--- src/rtl/wb_arbiter_pkg.sv ---
// Shared types for the writeback arbiter.
//   exe_wb_inf_t : result packet presented by an execute unit
//   wb_entry_t   : the part of a packet that is buffered in a source FIFO
//   wb_src_e     : execute source identifiers, also used as the grant index
package wb_arbiter_pkg;

  localparam int WB_NUM_SRC = 3;

  typedef enum logic [1:0] {
    WB_SRC_ALU = 2'd0,
    WB_SRC_MUL = 2'd1,
    WB_SRC_LSU = 2'd2
  } wb_src_e;

  typedef struct packed {
    logic        instruction_valid;
    logic        register_write;
    logic [4:0]  rd;
    logic [31:0] exe_result;
  } exe_wb_inf_t;

  typedef struct packed {
    logic        register_write;
    logic [4:0]  rd;
    logic [31:0] exe_result;
  } wb_entry_t;

  // Next source in round-robin order, wrapping LSU -> ALU.
  function automatic wb_src_e wb_src_inc(wb_src_e s);
    logic [1:0] v;
    v = s;
    if (s == WB_SRC_LSU) return WB_SRC_ALU;
    return wb_src_e'(v + 2'd1);
  endfunction

endpackage

--- src/rtl/wb_fifo.sv ---
// Per-source result FIFO, flop storage, combinational head.
// Ports:
//   clk, rst        clock, async active-high reset
//   push, push_data write request and entry
//   pop             read request (issued by the arbiter grant)
//   head_data       oldest entry; bypasses push_data while empty
//   empty, count    occupancy
//   overflow_pulse  a push was dropped because the FIFO was full and not popped
module wb_fifo
  import wb_arbiter_pkg::*;
#(
  parameter int DEPTH = 4
) (
  input  logic                     clk,
  input  logic                     rst,
  input  logic                     push,
  input  wb_entry_t                push_data,
  input  logic                     pop,
  output wb_entry_t                head_data,
  output logic                     empty,
  output logic [$clog2(DEPTH):0]   count,
  output logic                     overflow_pulse
);

  localparam int PTR_W = $clog2(DEPTH);
  localparam logic [PTR_W:0]   CNT_FULL = (PTR_W+1)'(DEPTH);
  localparam logic [PTR_W:0]   CNT_ONE  = (PTR_W+1)'(1);
  localparam logic [PTR_W-1:0] PTR_ONE  = PTR_W'(1);

  wb_entry_t        mem [DEPTH];
  logic [PTR_W-1:0] wr_ptr;
  logic [PTR_W-1:0] rd_ptr;
  logic             full;
  logic             do_write;
  logic             do_read;

  assign empty = (count == '0);
  assign full  = (count == CNT_FULL);

  // An empty FIFO can still be popped in the cycle it is pushed: the entry
  // flows straight through. Both pointers advance, so occupancy is unchanged.
  assign do_read        = pop && (!empty || push);
  assign do_write       = push && (!full || do_read);
  assign overflow_pulse = push && !do_write;
  assign head_data      = empty ? push_data : mem[rd_ptr];

  always_ff @(posedge clk or posedge rst) begin
    if (rst) begin
      wr_ptr <= '0;
      rd_ptr <= '0;
      count  <= '0;
    end else begin
      if (do_write) wr_ptr <= wr_ptr + PTR_ONE;
      if (do_read)  rd_ptr <= rd_ptr + PTR_ONE;
      case ({do_write, do_read})
        2'b10:   count <= count + CNT_ONE;
        2'b01:   count <= count - CNT_ONE;
        default: count <= count;
      endcase
    end
  end

  always_ff @(posedge clk) begin
    if (do_write) mem[wr_ptr] <= push_data;
  end

endmodule

--- src/rtl/wb_arbiter.sv ---
// Writeback arbiter: buffers ALU/MUL/LSU results and grants one per cycle to
// the register-file write port in round-robin order.
// Ports:
//   clk, rst                   clock, async active-high reset
//   alu/mul/lsu_wb_inf         result packets from the execute units
//   wb_full[2:0]               per-source throttle (0=ALU, 1=MUL, 2=LSU)
//   rf_we, rf_waddr, rf_wdata  registered register-file write
//   retire_valid, instret      retire strobe and 64-bit retired count
//   wb_overflow                sticky: a push was dropped on a full FIFO
module wb_arbiter
  import wb_arbiter_pkg::*;
#(
  parameter int FIFO_DEPTH = 4,
  parameter int NUM_SRC    = WB_NUM_SRC
) (
  input  logic               clk,
  input  logic               rst,
  input  exe_wb_inf_t        alu_wb_inf,
  input  exe_wb_inf_t        mul_wb_inf,
  input  exe_wb_inf_t        lsu_wb_inf,
  output logic [NUM_SRC-1:0] wb_full,
  output logic               rf_we,
  output logic [4:0]         rf_waddr,
  output logic [31:0]        rf_wdata,
  output logic               retire_valid,
  output logic [63:0]        instret,
  output logic               wb_overflow
);

  localparam int CNT_W = $clog2(FIFO_DEPTH) + 1;
  // Two entries of slack cover the dispatcher -> unit -> arbiter pipeline.
  localparam logic [CNT_W-1:0] FULL_THRESH = CNT_W'(FIFO_DEPTH - 2);

  exe_wb_inf_t        src_in    [NUM_SRC];
  wb_entry_t          push_data [NUM_SRC];
  wb_entry_t          head_data [NUM_SRC];
  logic [CNT_W-1:0]   count     [NUM_SRC];
  logic [NUM_SRC-1:0] push;
  logic [NUM_SRC-1:0] pop;
  logic [NUM_SRC-1:0] empty;
  logic [NUM_SRC-1:0] avail;
  logic [NUM_SRC-1:0] ovf_pulse;

  wb_src_e   last_grant;
  wb_src_e   grant_src;
  wb_src_e   cand;
  logic      grant_valid;
  wb_entry_t sel;

  assign src_in[WB_SRC_ALU] = alu_wb_inf;
  assign src_in[WB_SRC_MUL] = mul_wb_inf;
  assign src_in[WB_SRC_LSU] = lsu_wb_inf;

  for (genvar g = 0; g < NUM_SRC; g++) begin : g_src
    assign push[g]      = src_in[g].instruction_valid;
    assign push_data[g] = '{register_write: src_in[g].register_write,
                            rd:             src_in[g].rd,
                            exe_result:     src_in[g].exe_result};
    // A packet arriving this cycle is eligible even if its FIFO is empty.
    assign avail[g]     = !empty[g] || push[g];
    assign wb_full[g]   = (count[g] >= FULL_THRESH);

    wb_fifo #(.DEPTH(FIFO_DEPTH)) u_fifo (
      .clk            (clk),
      .rst            (rst),
      .push           (push[g]),
      .push_data      (push_data[g]),
      .pop            (pop[g]),
      .head_data      (head_data[g]),
      .empty          (empty[g]),
      .count          (count[g]),
      .overflow_pulse (ovf_pulse[g])
    );
  end

  // Search last_grant+1, +2, then last_grant itself.
  always_comb begin
    grant_valid = 1'b0;
    grant_src   = last_grant;
    cand        = last_grant;
    for (int k = 0; k < NUM_SRC; k++) begin
      cand = wb_src_inc(cand);
      if (!grant_valid && avail[cand]) begin
        grant_valid = 1'b1;
        grant_src   = cand;
      end
    end
  end

  always_comb begin
    pop = '0;
    for (int i = 0; i < NUM_SRC; i++) begin
      pop[i] = grant_valid && (grant_src == wb_src_e'(i));
    end
  end

  assign sel = head_data[grant_src];

  always_ff @(posedge clk or posedge rst) begin
    if (rst) begin
      last_grant   <= WB_SRC_LSU;
      rf_we        <= 1'b0;
      rf_waddr     <= '0;
      rf_wdata     <= '0;
      retire_valid <= 1'b0;
      instret      <= '0;
      wb_overflow  <= 1'b0;
    end else begin
      retire_valid <= grant_valid;
      rf_we        <= grant_valid && sel.register_write && (sel.rd != 5'd0);
      if (grant_valid) begin
        rf_waddr   <= sel.rd;
        rf_wdata   <= sel.exe_result;
        last_grant <= grant_src;
      end
      if (retire_valid) instret <= instret + 64'd1;
      if (|ovf_pulse) wb_overflow <= 1'b1;
    end
  end

endmodule

--- config.mk ---
export PLATFORM = sky130hd
export DESIGN_NAME = wb_arbiter
export DESIGN_NICKNAME = d
export VERILOG_FILES = /design/src/rtl/wb_arbiter_pkg.sv /design/src/rtl/wb_fifo.sv /design/src/rtl/wb_arbiter.sv
export SDC_FILE = /design/constraint.sdc
export NUM_CORES = 1
export LEC_CHECK = 0
export CAP_MARGIN = 20
export CORE_MARGIN = 2
export CORE_UTILIZATION = 40
export CTS_CLUSTER_SIZE = 24
export DETAILED_ROUTE_END_ITERATION = 10
export HOLD_SLACK_MARGIN = 0.06
export PLACE_DENSITY = 0.57
export SLEW_MARGIN = 10
export SYNTH_ARGS = -nofsm -noshare
export SYNTH_HDL_FRONTEND = slang
export SYNTH_SLANG_ARGS = --single-unit
--- constraint.sdc ---
create_clock -name clk -period 4.1 [get_ports clk]
set_input_delay 0.615 -clock clk [delete_from_list [all_inputs] [get_ports clk]]
set_output_delay 0.615 -clock clk [all_outputs]
set_load 0.01 [all_outputs]
Yosys cells after proc, flatten, opt, wreduce, memory -nomap -nowiden
Memory sizes are Yosys's and may differ from the RTL's. Cells that the tools add are included.

Add/subtract/negate cells: 16. Multipliers: 0. Divide/modulo/power cells: 0. $lt $le $gt $ge: 7. Equal/unequal tests: 14. Shift operators: 0. Mux-type cells: 36. Bitwise logic cells: 1. Reductions and logical operators: 42.

Operators with widths (number): 38-bit two-way mux (5); 38-bit binary-select mux with 2-bit select (1); 64-bit by 1-bit adder with 64-bit output, second input constant (1); 2-bit by 1-bit adder with 2-bit output, second input constant (9); 2-bit two-way mux (9); 3-bit case mux with 2 select lines (3); 1-bit logical AND (16); 1-bit two-way mux (15); 2-bit equality test, second input constant (7); 1-bit logical NOT (11); 3-bit by 1-bit adder with 3-bit output, second input constant (3); 3-bit equality test, second input constant (3); 3-bit by 2-bit greater-or-equal comparator with 1-bit output, second input constant (3); 3-bit logical NOT (3); 2-bit by 3-bit less-than comparator with 1-bit output, second input constant (3); 3-bit by 1-bit subtractor with 3-bit output, second input constant (3); 2-bit by 1-bit equality test with 1-bit output, second input constant (4); 1-bit binary-select mux with 2-bit select (3); 1-bit logical OR (6); 2-bit nonzero test (3); 5-bit nonzero test (1); 3-bit greater-or-equal comparator, second input constant (1); 2-bit NOT with 3-bit output (1); 3-bit OR reduction (1); 2-bit logical NOT (1).

Bits in registers: 127. Bits in latches: 0. Memory bits (writable): 456. ROM bits: 0. Output and inout bits: 107. Logic and storage cells: 135. Memories: 3.

Memory list: g_src[0].u_fifo.mem (depth 4, width 38, rd ports 1, clocked after memory_dff 0, write ports 1, RTL line wb_fifo.sv:30) `wb_entry_t mem [DEPTH];`; g_src[1].u_fifo.mem (depth 4, width 38, rd ports 1, clocked after memory_dff 0, write ports 1, RTL line wb_fifo.sv:30); g_src[2].u_fifo.mem (depth 4, width 38, rd ports 1, clocked after memory_dff 0, write ports 1, RTL line wb_fifo.sv:30).

Logic depth before layout (Yosys ltp)
Gate-level depths: netlist of the first run.

Depth in word-level cells: 21. Depth in mapped cells: 10.

By module
From an unflattened synthesis of the first run, not the netlist that was laid out.

Cells, all modules: 1481. Area total of the unflattened synthesis: 24906.4 sq um.

By module, submodules not included: wb_fifo at g_src[1].u_fifo ... (instances 2, cells an instance 294, area an instance 6646.4 sq um, seq. area each 4739.5 sq um); wb_fifo at g_src[0].u_fifo (instances 1, cells an instance 372, area an instance 6507.5 sq um, seq. area each 4739.5 sq um); wb_arbiter (instances 1, cells an instance 521, area an instance 5106.1 sq um, seq. area each 2653.8 sq um).

Worst setup path before layout of the first run
OpenSTA, ideal clock, no wires.

Kind: input port to flip-flop. From: input port alu_wb_inf[38] (netlist name). To: memory g_src[1].u_fifo.mem[0][0] (netlist name) (enable). Arrival: 2.866 ns. Required time: 3.701 ns. Setup slack: 0.835 ns. Cell stages on the path: 8. Path buffers: 2. Cell sequence: clkbuf_1 > nor4_4 > nand3_1 > and2_0 > clkbuf_2 > clkinv_1 > o21a_1 > and2_1.

Word-level cells in the longest chain between the ends: 17. Elaborated cells on any way between the ends: 24.

Ends and longest elaborated chain: from (decl) (RTL line wb_arbiter.sv:18) `input exe_wb_inf_t alu_wb_inf,`; 1-bit logical OR (*) (RTL line wb_arbiter.sv:60) `assign avail[g] = !empty[g] || push[g];`; 1-bit binary-select mux with 2-bit select (RTL line wb_arbiter.sv:83) `if (!grant_valid && avail[cand]) begin`; 1-bit two-way mux (implied by the code) (RTL line wb_arbiter.sv:83); 1-bit two-way mux (RTL line wb_arbiter.sv:83); 1-bit logical NOT (RTL line wb_arbiter.sv:83); 1-bit logical AND (RTL line wb_arbiter.sv:83); 1-bit two-way mux (RTL line wb_arbiter.sv:83); 1-bit logical NOT (RTL line wb_arbiter.sv:83); 1-bit logical AND (RTL line wb_arbiter.sv:83); 2-bit two-way mux (RTL line wb_arbiter.sv:83); 2-bit by 1-bit equality test with 1-bit output (RTL line wb_arbiter.sv:93) `pop[i] = grant_valid && (grant_src == wb_src_e'(i));`; 1-bit logical AND (*) (RTL line wb_arbiter.sv:93); 1-bit logical AND (*) (RTL line wb_fifo.sv:42) `assign do_read = pop && (!empty || push);`; 1-bit logical OR (*) (RTL line wb_fifo.sv:43) `assign do_write = push && (!full || do_read);`; 1-bit logical AND (*) (RTL line wb_fifo.sv:43); 1-bit two-way mux (*) (RTL line wb_fifo.sv:64) `if (do_write) mem[wr_ptr] <= push_data;`; 1-bit two-way mux (implied by the code) (*) (RTL line wb_fifo.sv:64); to (decl) (RTL line wb_fifo.sv:30).

Mark *: on every way between the ends. The rest lies on a longest branch, timed or not. The select of a mux whose other input is x is not followed.

Final worst setup path of the first run
From: input port lsu_wb_inf[38] (netlist name). To: register g_src[1].u_fifo.count[1].

Word-level cells in the longest chain between the ends: 17. Elaborated cells on any way between the ends: 26.

Ends and longest elaborated chain: from (decl) (RTL line wb_arbiter.sv:20) `input exe_wb_inf_t lsu_wb_inf,`; 1-bit logical OR (*) (RTL line wb_arbiter.sv:60); 1-bit binary-select mux with 2-bit select (RTL line wb_arbiter.sv:83); 1-bit two-way mux (implied by the code) (RTL line wb_arbiter.sv:83); 1-bit two-way mux (RTL line wb_arbiter.sv:83); 1-bit logical NOT (RTL line wb_arbiter.sv:83); 1-bit logical AND (RTL line wb_arbiter.sv:83); 1-bit two-way mux (RTL line wb_arbiter.sv:83); 1-bit logical NOT (RTL line wb_arbiter.sv:83); 1-bit logical AND (RTL line wb_arbiter.sv:83); 2-bit two-way mux (RTL line wb_arbiter.sv:83); 2-bit by 1-bit equality test with 1-bit output (RTL line wb_arbiter.sv:93); 1-bit logical AND (*) (RTL line wb_arbiter.sv:93); 1-bit logical AND (*) (RTL line wb_fifo.sv:42); 1-bit logical OR (RTL line wb_fifo.sv:43); 1-bit logical AND (RTL line wb_fifo.sv:43); 2-bit by 1-bit equality test with 1-bit output / 2-bit equality test (equally long branches) (RTL line wb_fifo.sv:55) `case ({do_write, do_read})`; 3-bit case mux with 2 select lines / 2-bit nonzero test (equally long branches); to (signal assigned) (RTL line wb_fifo.sv:56) `2'b10: count <= count + CNT_ONE;`; to (signal assigned) (RTL line wb_fifo.sv:57) `2'b01: count <= count - CNT_ONE;`; to (signal assigned) (RTL line wb_fifo.sv:58) `default: count <= count;`; to (decl) (RTL line wb_fifo.sv:21) `output logic [$clog2(DEPTH):0] count,`.

Marked as above. A chain may end at the register's enable or synchronous reset.

==> run_results.csv, run 1 <==
group,metric,value,unit
global_routing,met3_usage,0.0428,
cts,cts_tree,"done",
cts,holdBufCountCts,0,
synthesis,synthTopCellsByArea,"edfxtp_1 (57%), dfrtp_1 (13%), mux4_2 (11%)",
sta,final_max_slew_viol_count,0,
setup_path,crit_arrival,3.62,ns
die,die_h,250,um
min_path,hold_path.class,"reg -> reg",
sta,hold_viol_final,0,
synthesis,synth_seq_cells,583,
sta,slew-limit-headroom,0.294,
sta,fin_skew,0.0277,ns
synthesis,seq_area_frac_synth,0.700,
setup_path,critPathKind,"in -> reg",
placement,dp.cells,2379,
layout,antenna_cells,0,
die,dieArea,0.0623,mm2
synthesis,synth_edf_count,456,
synthesis,synth_nets,1534,
setup_path,worst_setup_path_end_kind,"register",
route,detail-route-antenna-nets,0,
synthesis,async_reset_ff_frac,0.218,
setup_path,worstPathMaxFanout,42,
layout,nets,1795,
sta,max_freq,0.321,GHz
sta,fin_setup_tns,0,ns
global_routing,grt_overflow_total,0,
setup_path,r2r-start,"g_src[2].u_fifo.count[0]$_DFFE_PP0P_",
cts,htreeDepth,2,
die,core_area,0.0600,mm2
global_routing,antenna_found_initial,6,
route,drc_errors,0,
status,status,"complete, no violations",
layout,areaGrowthSynthToFinish,22.0,%
cts,cts_root_buf,"clkbuf_16",
route,routed_wl,59600,um
synthesis,yosysTopAreaCellShare,0.568,
global_routing,grt_pass1_vias,13400,
route,wl_per_cell,23.9,um
cts,clk_pin_slew,0.06,ns
synthesis,avgSynthCellArea,17.2,um2
synthesis,syn_area,0.0241,mm2
synthesis,synthFlopType,"edfxtp_1",
sta,max_slew.worst_pin.slew,1.06,ns
global_routing,grt_usage,0.192,
die,row_count,90,
route,vias_per_cell,5.36,
setup_path,endpoint,"g_src[1].u_fifo.count[1]$_DFFE_PP0P_",
synthesis,yosys.cell_count.top_type,"edfxtp_1",
setup_path,worst-r2r-cell-count,9,
power_and_ir_drop,finalPower,21.4,mW
route,first_pass_iters,5,
synthesis,synth_common_cells,"edfxtp_1 (456), dfrtp_1 (126), mux4_2 (114), nand2_1 (103), mux2i_1 (79)",
synthesis,synth_cell_type_count,58,
global_routing,grt_max_degree,80,
cts,clock-sinks,583,
die,io_pins,226,
setup_path,cp.required,4.60,ns
global_routing,use_met1,0.271,
sta,rsz0062_at_grt,"false",
synthesis,synth_top_area_cell,"edfxtp_1",
die,start_util,0.402,
sta,min_period,3.11,ns
setup_path,critPathLaunchType,"input pin",
route,drtIter0Drc,974,
cts,postCtsSetupRepairBufs,0,
sta,period_share,0.760,
placement,routabilityCongestion,0.805,
cts,insertion_delay,0.63,ns
synthesis,syn-instance-count,1399,
cts,cts_resized,0,
power_and_ir_drop,p_per_area,726,mW/mm2
cts,cts_inserted_buffers,60,
run,max_cap_violations,0,
synthesis,ys_warn_count,0,
setup_path,r2r_end,"g_src[1].u_fifo.count[1]$_DFFE_PP0P_",
setup_path,rrSetupSlack,1.06,ns
route,vias,13400,
layout,drive_gt1_frac,0.181,
setup_path,startpoint,"lsu_wb_inf[38]",
placement,portBuffers,225,
global_routing,grt.met2_usage,0.293,
layout,instances_no_fill,2492,
global_routing,busiest_layer,"met2",
cts,clockBufferDepth,3,
global_routing,grt_pass1_wl,89000,um
sta,setup_viol,0,
die,die_w,250,um
power_and_ir_drop,ir_drop,393,uV
power_and_ir_drop,p_leak,10.2,nW
placement,hpwl,40500,um
worst max-delay path, cell delays in order:
cell and delay [ns]:
clkdlybuf4s50_1 0.53, nor4_2 0.49, nand3_1 0.17, and2_1 0.21
buf_4 0.28, or3_1 0.42, fa_1 0.53, nand3b_1 0.10
o21ai_0 0.08, a21o_1 0.19
layout by cell type (no fill, tap or decap), types with 29 or more instances in the layout:
cell,count
a21oi_1,43
a32oi_1,33
buf_4,31
clkbuf_16,62
clkdlybuf4s50_1,225
dfrtp_1,123
edfxtp_1,456
mux2_2,39
mux2i_1,79
mux4_2,114
nand2_1,103
nand3_1,29
nor2_1,66
xnor2_1,53
through the flow:
| stage | setup WS (ns) | hold WS (ns) | area, um2 | util |
|---|---|---|---|---|
| global route | 0.846 | 0.488 | 29400 | 0.490 |
| detailed placement | 0.396 | 0.465 | 27500 | 0.458 |
| CTS | 1.05 | 0.473 | 29400 | 0.490 |
| floorplan | 0.102 | 0.504 | 24100 | - |
| global placement | 0.436 | 0.458 | 27500 | 0.458 |
| finish | 0.986 | 0.470 | 29400 | 0.490 |
flip-flops by register name (all words and copies together) (netlist names):
register / count
g_src.u_fifo.count: 9
g_src.u_fifo.mem: 456
g_src.u_fifo.rd_ptr: 6
g_src.u_fifo.wr_ptr: 6
instret: 64
last_grant: 2
retire_valid: 1
rf_waddr: 5
rf_wdata: 32
rf_we: 1
wb_overflow: 1
logic make-up (layout without fill, tap and decap cells):
family / after synthesis / in the layout / synth area share
flops: 583 / 583 / 0.700
simple gates: 281 / 281 / 0.0571
mux: 232 / 232 / 0.157
compound gates: 114 / 114 / 0.0327
buf+inv: 97 / 408 / 0.0164
xor+xnor: 76 / 76 / 0.0276
fa+ha+maj: 16 / 16 / 0.00923
power breakdown:
part           internal, mW  switching, mW
clock                  3.08           2.22
combinational          3.37           4.06
sequential             7.78          0.842
total                  14.2           7.13
final cells by class:
| type | count | area [um2] |
|---|---|---|
| Fill cell | 5088 | 30600 |
| Sequential cell | 583 | 16900 |
| Multi-Input combinational cell | 719 | 6890 |
| Timing Repair Buffer | 265 | 2670 |
| Clock buffer | 84 | 1670 |
| Tap cell | 782 | 978 |
| Clock inverter | 28 | 233 |
| Inverter | 31 | 121 |
metal layers:
metal	routed length (um)	part of all wire
met3	3370	0.057
met2	27600	0.46
met4	2110	0.035
met5	76	0.0013
met1	26500	0.44
worst min path at each step:
stage,from,to,cells past startpoint
6_report,instret[63]$_DFFE_PP0P_,instret[63]$_DFFE_PP0P_,1
5_1_grt,instret[63]$_DFFE_PP0P_,instret[63]$_DFFE_PP0P_,1
4_1_cts,instret[63]$_DFFE_PP0P_,instret[63]$_DFFE_PP0P_,1
3_5_place_dp,instret[63]$_DFFE_PP0P_,instret[63]$_DFFE_PP0P_,1
3_3_place_gp,instret[63]$_DFFE_PP0P_,instret[63]$_DFFE_PP0P_,1
2_1_floorplan,instret[63]$_DFFE_PP0P_,instret[63]$_DFFE_PP0P_,1
No activity file was read; power rests on OpenSTA's default activity.
==> inputs of run 2 (changes only) <==
==> constraint.sdc (replaced) <==
create_clock -name clk -period 2.53 [get_ports clk]
set_input_delay 0.3795 -clock clk [delete_from_list [all_inputs] [get_ports clk]]
set_output_delay 0.3795 -clock clk [all_outputs]
set_load 0.01 [all_outputs]
==> run 2 against run 1 <==
Global-route usage increased by 0.43 points. Critical endpoint unchanged. Via count increased by 3.9%. Combinational power increased by 88%. Flip-flop and latch count unchanged. Register-to-register slack got worse by 1.0 ns. Core utilization increased by 2.6 points. Routed wire length increased by 1.9%. Cell area increased by 5.2%. Die area unchanged.
==> run_results.csv, run 2 (synthesis gave the netlist of run 1 again) <==
group,metric,value,unit
layout,nets,1909,
layout,instances_no_fill,2610,
layout,top_regs,"g_src.u_fifo.mem (456), instret (64), rf_wdata (32)",
cts,cts_root_buf,"clkbuf_16",
status,status,"complete, no violations",
placement,portBuffers,225,
layout,layout_commonest_cell,"edfxtp_1",
route,wl_per_cell,23.3,um
route,routed_wl,60700,um
route,detail-route-antenna-nets,0,
cts,htreeDepth,3,
setup_path,cp.required,3.01,ns
sta,fin_skew,0.0300,ns
route,drc_errors,0,
layout,nFillCells,4907,
cts,insertion_delay,0.60,ns
global_routing,grt_overflow_total,0,
min_path,hold_path.class,"in -> async",
placement,placed_cell_area,0.0287,mm2
global_routing,grt_max_degree,74,
sta,rsz0062_at_grt,"true",
die,core_area,0.0600,mm2
sta,setup_viol,0,
route,vias_per_cell,5.32,
cts,cts_tree,"done",
power_and_ir_drop,p_per_area,1200,mW/mm2
layout,largest-register,"g_src.u_fifo.mem",
global_routing,grt_pass1_wl,90700,um
cts,holdBufCountCts,0,
placement,hpwl,42100,um
sta,final_max_slew_viol_count,0,
die,row_count,90,
cts,clock-sinks,583,
placement,routabilityCongestion,0.844,
setup_path,critPathKind,"reg -> reg",
setup_path,critPathMaxStageDelay,0.53,ns
die,dieArea,0.0623,mm2
sta,max_slew.worst_pin.slew,0.582,ns
sta,max_freq,0.401,GHz
die,die_h,250,um
global_routing,grt_pass1_vias,14200,
sta,period_share,0.986,
setup_path,crit_arrival,2.97,ns
global_routing,grt_usage,0.196,
power_and_ir_drop,ir_drop,671,uV
cts,cts_inserted_buffers,68,
run,max_cap_violations,0,
layout,largest_reg_flops,456,
route,first_pass_iters,5,
global_routing,antenna_found_initial,3,
layout,final_area,0.0310,mm2
setup_path,worstPathMaxFanout,4,
route,drtIter0Drc,1140,
power_and_ir_drop,p_leak,11.0,nW
die,start_util,0.402,
power_and_ir_drop,finalPower,37.3,mW
placement,dp.cells,2483,
sta,setup_slack,0.0366,ns
placement,place_ws,-0.452,ns
cts,clk_pin_slew,0.06,ns
setup_path,cpMaxStageDelayCell,"fa_1",
layout,final_cell_mix,"edfxtp_1 (456), clkdlybuf4s50_1 (225), dfrtp_1 (122)",
sta,hold_viol_final,0,
cts,clockBufferDepth,3,
setup_path,critPathLaunchType,"register",
layout,areaGrowthSynthToFinish,28.4,%
layout,final_util,0.516,
route,vias,13900,
die,die_w,250,um
sta,whs,0.241,ns
sta,slew-limit-headroom,0.612,
die,io_pins,226,
sta,min_period,2.49,ns
layout,drive_gt1_frac,0.242,
setup_path,crit_chain,"nor4_4 > o211ai_2 > and2_4 > or3_4 > fa_1 > nand3b_1 > o21ai_1 > a21o_1",
sta,fin_setup_tns,0,ns
setup_path,worst_setup_path_end_kind,"register",
[run 2: cell types whose count changed in the layout (fill, tap and decap cells not counted), moves of 3 or more]
cell | before | now
buf_4 | 31 | 108
clkbuf_16 | 62 | 72
clkinvlp_4 | 0 | 4
buf_12 | 9 | 38
clkbuf_1 | 18 | 13
and2_4 | 0 | 4
and2_1 | 5 | 2
[run 2: worst paths after layout]
path / startpoint / endpoint / cells after the start / slack [ns]
max in group asynchronous: rst / g_src[2].u_fifo.rd_ptr[0]$_DFFE_PP0P_ / 3 / 1.86
worst max-delay path: g_src[0].u_fifo.count[2]$_DFFE_PP0P_ / g_src[1].u_fifo.count[1]$_DFFE_PP0P_ / 8 / 0.04
min in group clk: mul_wb_inf[21] / g_src[1].u_fifo.mem[3][21]$_DFFE_PP_ / 1 / 0.45
worst min register to register: instret[63]$_DFFE_PP0P_ / instret[63]$_DFFE_PP0P_ / 1 / 0.48
worst min-delay path: rst / instret[54]$_DFFE_PP0P_ / 3 / 0.24
worst max register to register: g_src[0].u_fifo.count[2]$_DFFE_PP0P_ / g_src[1].u_fifo.count[1]$_DFFE_PP0P_ / 8 / 0.04
[run 2: worst max-delay path, delay by kind of cell (launching register included)]
kind,cells,cell delay [ns]
fa+ha+maj,1,0.53
compound gates,3,0.42
flops,1,0.41
simple gates,4,1.02
[run 2: layout make-up]
type                            count  area, um2  share of cell area
Antenna cell                        2       5.00            0.000162
Clock buffer                       88       1890              0.0611
Clock inverter                     34        320              0.0103
Inverter                           31        120             0.00388
Multi-Input combinational cell    719       6960               0.225
Sequential cell                   583      16900               0.545
Tap cell                          782        978              0.0316
Timing Repair Buffer              371       3820               0.123
[run 2: power by group]
| part | switching [mW] | internal (mW) |
|---|---|---|
| Clock | 3.80 | 5.79 |
| Sequential | 1.09 | 12.6 |
| Combinational | 7.21 | 6.79 |
[run 2: layer usage]
layer | share of wire | wire (um) | vias up | track usage
met5 | 0.00026 | 16 | - | 0
met1 | 0.44 | 26900 | 7168 | 0.275
met2 | 0.46 | 27900 | 424 | 0.294
li1 | - | - | 6205 | -
met3 | 0.059 | 3610 | 86 | 0.0441
met4 | 0.039 | 2350 | 2 | 0.0881
[run 2: what timing repair did]
action	4_1_cts	5_1_grt
endpoints found under the setup margin	0	56
buffers inserted	0	3
resized for setup	0	13
